File: config.mk
export PLATFORM = sky130hd
export DESIGN_NAME = mem_port_arbiter
export DESIGN_NICKNAME = d
export VERILOG_FILES = /design/src/rtl/mem_port_arbiter.sv
export SDC_FILE = /design/constraint.sdc
export NUM_CORES = 1
export LEC_CHECK = 0
export ABC_AREA = 1
export ABC_CLOCK_PERIOD_IN_PS = 2500
export CORE_AREA = 4 4 237 239
export DETAILED_ROUTE_END_ITERATION = 12
export DIE_AREA = 0 0 241 243
export MAX_ROUTING_LAYER = met4
export PLACE_DENSITY_LB_ADDON = 0.08
export SLEW_MARGIN = 20
export SYNTH_ARGS = -nofsm -noshare
export SYNTH_HDL_FRONTEND = slang
export SYNTH_SLANG_ARGS = --single-unit
File: constraint.sdc
create_clock -name clk -period 2.5 [get_ports clk]
set_input_delay 0.5 -clock clk [delete_from_list [all_inputs] [get_ports clk]]
set_output_delay 0.5 -clock clk [all_outputs]
set_load 0.05 [all_outputs]
File: src/rtl/mem_port_arbiter.sv
// Multi-channel memory port arbiter: fixed-select or round-robin ownership of a single memory port.
// Optional macro ARB_BURST_LIMIT_EN adds a beat counter that forces round-robin rotation.
module mem_port_arbiter #(
    parameter int unsigned N_CH      = 4,
    parameter int unsigned AW        = 26,
    parameter int unsigned DW        = 32,
    parameter int unsigned BURST_MAX = 16
) (
    input  logic                    clk,
    input  logic                    rst,
    input  logic                    mode,
    input  logic [$clog2(N_CH)-1:0] sel_ch,
    input  logic [N_CH-1:0]         ch_wvalid,
    input  logic [N_CH-1:0]         ch_rvalid,
    output logic [N_CH-1:0]         ch_wready,
    output logic [N_CH-1:0]         ch_rready,
    input  logic [N_CH*AW-1:0]      ch_waddr,
    input  logic [N_CH*AW-1:0]      ch_raddr,
    input  logic [N_CH*DW-1:0]      ch_wdata,
    output logic [N_CH*DW-1:0]      ch_rdata,
    output logic                    wvalid,
    output logic                    rvalid,
    output logic [AW-1:0]           waddr,
    output logic [AW-1:0]           raddr,
    output logic [DW-1:0]           wdata,
    input  logic                    wready,
    input  logic                    rready,
    input  logic [DW-1:0]           rdata,
    output logic [N_CH-1:0]         grant,
    output logic                    busy
);
    localparam int unsigned SELW = $clog2(N_CH);
    localparam logic [0:0] S_IDLE = 1'b0;
    localparam logic [0:0] S_OWN  = 1'b1;

    logic [0:0]      state_q, state_d;
    logic [N_CH-1:0] grant_q, grant_d;
    logic [SELW-1:0] last_q, last_d;
    logic            mode_q;
    logic [N_CH-1:0] req, fix_pick;
    logic            owner_req;

    assign req       = ch_wvalid | ch_rvalid;
    assign owner_req = |(req & grant_q);
    assign grant     = grant_q;
    assign busy      = |grant_q;

    // First requester strictly after p, ascending and wrapping (p itself is checked last).
    function automatic logic [N_CH-1:0] rr_pick(input logic [N_CH-1:0] r, input logic [SELW-1:0] p);
        logic [2*N_CH-1:0] dbl;
        logic [N_CH-1:0]   rot, g;
        logic              found;
        int unsigned       first, pos;
        dbl   = {r, r} >> (32'(p) + 1);
        rot   = dbl[N_CH-1:0];
        found = 1'b0;
        first = 0;
        for (int unsigned j = 0; j < N_CH; j++) begin
            if (!found && rot[j]) begin
                found = 1'b1;
                first = j;
            end
        end
        pos = (32'(p) + 1 + first) % N_CH;
        g   = '0;
        for (int unsigned i = 0; i < N_CH; i++) begin
            if (found && i == pos) g[i] = 1'b1;
        end
        return g;
    endfunction

    always_comb begin
        fix_pick = '0;
        for (int unsigned i = 0; i < N_CH; i++) begin
            if (sel_ch == SELW'(i)) fix_pick[i] = req[i];
        end
    end

`ifdef ARB_BURST_LIMIT_EN
    localparam int unsigned CW = $clog2(BURST_MAX + 1);
    logic [CW-1:0] cnt_q, cnt_d, cnt_sum;
    logic          beat, cnt_wrap;

    assign beat     = (wvalid & wready) | (rvalid & rready);
    assign cnt_sum  = cnt_q + CW'(beat);
    assign cnt_wrap = (cnt_sum == CW'(BURST_MAX));
    assign cnt_d    = (grant_d != grant_q || cnt_wrap) ? '0 : cnt_sum;

    always_ff @(posedge clk) begin
        if (rst) cnt_q <= '0;
        else     cnt_q <= cnt_d;
    end
`endif

    // While owning, last_q always equals the owner index, so it doubles as the search origin.
    always_comb begin
        grant_d = grant_q;
        if (state_q == S_IDLE)
            grant_d = mode ? rr_pick(req, last_q) : fix_pick;
        else if (mode != mode_q)
            grant_d = |((mode ? req : fix_pick) & grant_q) ? grant_q : '0;
        else if (!mode)
            grant_d = fix_pick;
        else if (!owner_req)
            grant_d = rr_pick(req, last_q);
`ifdef ARB_BURST_LIMIT_EN
        else if (cnt_wrap && |(req & ~grant_q))
            grant_d = rr_pick(req & ~grant_q, last_q);
`endif
        state_d = |grant_d ? S_OWN : S_IDLE;
        last_d  = last_q;
        for (int unsigned i = 0; i < N_CH; i++) begin
            if (grant_d[i]) last_d = SELW'(i);
        end
    end

    always_comb begin
        wvalid    = 1'b0;
        rvalid    = 1'b0;
        waddr     = '0;
        raddr     = '0;
        wdata     = '0;
        ch_wready = '0;
        ch_rready = '0;
        ch_rdata  = '0;
        for (int unsigned i = 0; i < N_CH; i++) begin
            ch_wready[i] = grant_q[i] & wready;
            ch_rready[i] = grant_q[i] & rready;
            if (grant_q[i]) begin
                ch_rdata[i*DW +: DW] = rdata;
                wvalid = ch_wvalid[i];
                rvalid = ch_rvalid[i];
                waddr  = ch_waddr[i*AW +: AW];
                raddr  = ch_raddr[i*AW +: AW];
                wdata  = ch_wdata[i*DW +: DW];
            end
        end
    end

    always_ff @(posedge clk) begin
        if (rst) begin
            state_q <= S_IDLE;
            grant_q <= '0;
            last_q  <= SELW'(N_CH - 1);
            mode_q  <= 1'b0;
        end else begin
            state_q <= state_d;
            grant_q <= grant_d;
            last_q  <= last_d;
            mode_q  <= mode;
        end
    end
endmodule

==> results.json, run 1 <==
{
  "ioPinCount": 610,
  "dieHeight_um": 243,
  "clockBufferDepth": 2,
  "finClkSkew_ns": 0.00180,
  "cts_inserted_buffers": 3,
  "wirelength_mm": 45.4,
  "hpwl_mm": 38.4,
  "grt_antenna_before_repair": 14,
  "final_antenna_net_count": 0,
  "num_rows": 85,
  "start_util_pct": 8.11,
  "slew-limit-headroom_pct": 60.3,
  "yosysTopAreaCell": "nand2_1",
  "power_density_nw_per_um2": 1210,
  "clkSlewWorstSetupHoldPaths_ns": 0.03,
  "core_um2": 53800,
  "cts_tree": "done",
  "fin_ws_ns": 0.0509,
  "cp_max_fo": 84,
  "hold_violations": 0,
  "drive_gt1_share_pct": 30.8,
  "grt_usage_pct": 14.8,
  "clock_sinks": 8,
  "ir_drop_uv": 638,
  "maxCapViolCount": 0,
  "ys_ff_latch": 8,
  "crit_arrival_ns": 1.95,
  "setup_viol": 0,
  "die-area_um2": 58600,
  "die_width_um": 241,
  "grt_pass1_vias": 8640,
  "p_leak_nw": 6.68,
  "syn_to_final_growth_pct": 247,
  "htree_levels": 1,
  "synth_area_leaders": "nand2_1 23%, a221oi_1 17%, o31ai_1 15%",
  "layout_min_cycle_time_ns": 2.45,
  "cts_root_buf": "clkbuf_16",
  "gp_congestion": 0.824,
  "crit_path_start_kind": "register",
  "max_freq_mhz": 408,
  "startpoint": "grant[1]",
  "wire_per_inst_um": 20.9,
  "drv_slew": 0,
  "instances_no_fill": 2171,
  "via_count": 8220,
  "worst_slew_pin_slew_ns": 0.596,
  "avgSynthCellArea_um2": 5.08,
  "rsz0062_at_grt": "true",
  "period_share_pct": 98.0,
  "final_util_pct": 28.2,
  "critPathKind": "reg -> out",
  "dpl.cell_count": 2140,
  "dp_slack_ns": -0.619,
  "synth-seq-area-share_pct": 3.67,
  "synthCells": 859,
  "clk-insertion-delay-late_ns": 0.23,
  "synth_top_area_share_pct": 23.2,
  "remaining_drc_errors": 0,
  "grt_pass1_wl_mm": 62.6,
  "drtPass1Iterations": 7,
  "crit_chain": "buf_16 -> a221oi_2 -> buf_4 -> o31ai_4 -> buf_12",
  "critPathCaptureType": "output port",
  "final_nets": 1846,
  "synth_area_um2": 4370,
  "min-delay-start": "last_q[0]",
  "crit_required_ns": 2.00,
  "grt_max_degree": 85,
  "mostFrequentLayoutCells": "374 x clkdlybuf4s50_1, 258 x nand2_1, 226 x buf_12",
  "synth-warning-count": 0,
  "vias_per_cell": 3.79,
  "outcome": "finished, final reports clean",
  "slowest_delay_ns": 0.56,
  "io_buffers": 609,
  "initialDrtViolationCount": 323,
  "r2r_start": "last_q[0]",
  "grt_overflow": 0,
  "finalSetupTns_ns": 0,
  "cpMaxStageDelayCell": "a221oi_2",
  "syn_nets": 1243,
  "synth_cell_types": 35,
  "final_common_cell": "clkdlybuf4s50_1",
  "hold_class": "reg -> reg"
}
synth_stat cells (all sizes together):
master / instances
o211ai: 1
o21ai: 10
o31ai: 85
clkinv: 1
inv: 155
nand4: 3
ha: 1
a21oi: 13
nand3: 14
a221oi: 86
xor2: 1
xnor2: 2
dfxtp: 8
nand2: 286
nor2: 114
clkbuf: 57
buf: 20
a31oi: 1
nor3: 1
state kept, by name, indices dropped and copies added (netlist names):
| name | cells |
|---|---|
| last_q | 2 |
| grant | 4 |
| mode_q | 1 |
| state_q | 1 |
final timing paths:
check / to / slack (ns) / cells after the start
hold reg to reg: last_q[0] / 0.63 / 3
hold / removal: last_q[0] / 0.63 / 3
setup / recovery: raddr[25] / 0.05 / 5
setup reg to reg: last_q[0] / 0.18 / 19
metal layers:
layer | GRT usage [%] | share of wire (%)
met5 | - | 0
met4 | 2.11 | 1.1
met3 | 5.73 | 10
met2 | 26.3 | 51
met1 | 16.1 | 38
worst max-delay path, delay by kind of cell, from the launching register on:
family	cells	cell delay, ns
buffers and inverters	3	0.55
flip-flops	1	0.36
AO/OA/AOI/OAI	2	0.62
logic make-up after synthesis:
kind of cell | Yosys count | share of synthesized area (%)
simple gates | 418 | 39.1
buf+inv | 233 | 20.7
compound gates | 196 | 35.2
flops | 8 | 3.67
xor+xnor | 3 | 0.946
fa+ha+maj | 1 | 0.286
stage by stage:
| stage | power (mW) | hold WS [ns] | cell area, µm² |
|---|---|---|---|
| 6_report | 18.4 | 0.627 | 15200 |
| 5_1_grt | 19.3 | 0.656 | 15200 |
| 4_1_cts | 18.6 | 0.646 | 15000 |
| 3_5_place_dp | 18.3 | 0.643 | 14800 |
| 3_3_place_gp | 18.3 | 0.651 | 14800 |
| 2_1_floorplan | 9.59 | 0.563 | 5510 |
area by class of cell:
cell class	instances	area, µm²
antenna	15	37.5
tap	696	871
sequential	8	178
timing repair buffer	675	8890
fill	5775	38600
multi-input combinational	618	4510
inverter	156	601
clock buffer	3	75.1
repair_timing:
item / in CTS / in global routing
endpoints found under the setup margin: 8 / 8
hold buffers: 0 / 0
endpoints found under the hold margin: 0 / 0
pin swaps: 5 / 21
gates cloned: 0 / 1
gates resized for setup: 16 / 55
setup buffers: 2 / 10
power by group:
group	switching (mW)	internal, mW	total, mW
Clock	0.0601	0.206	0.266
Combinational	10.2	7.62	17.9
Sequential	0.0905	0.187	0.277
Total	10.4	8.02	18.4
Power figures use the tool's default switching activity.
==> run 2, diff against run 1 <==
SKIP_LAST_GASP = 1   (was default)
==> results of run 2 <==
Same layout as run 1: the final DEF is identical, and so are final timing and power.
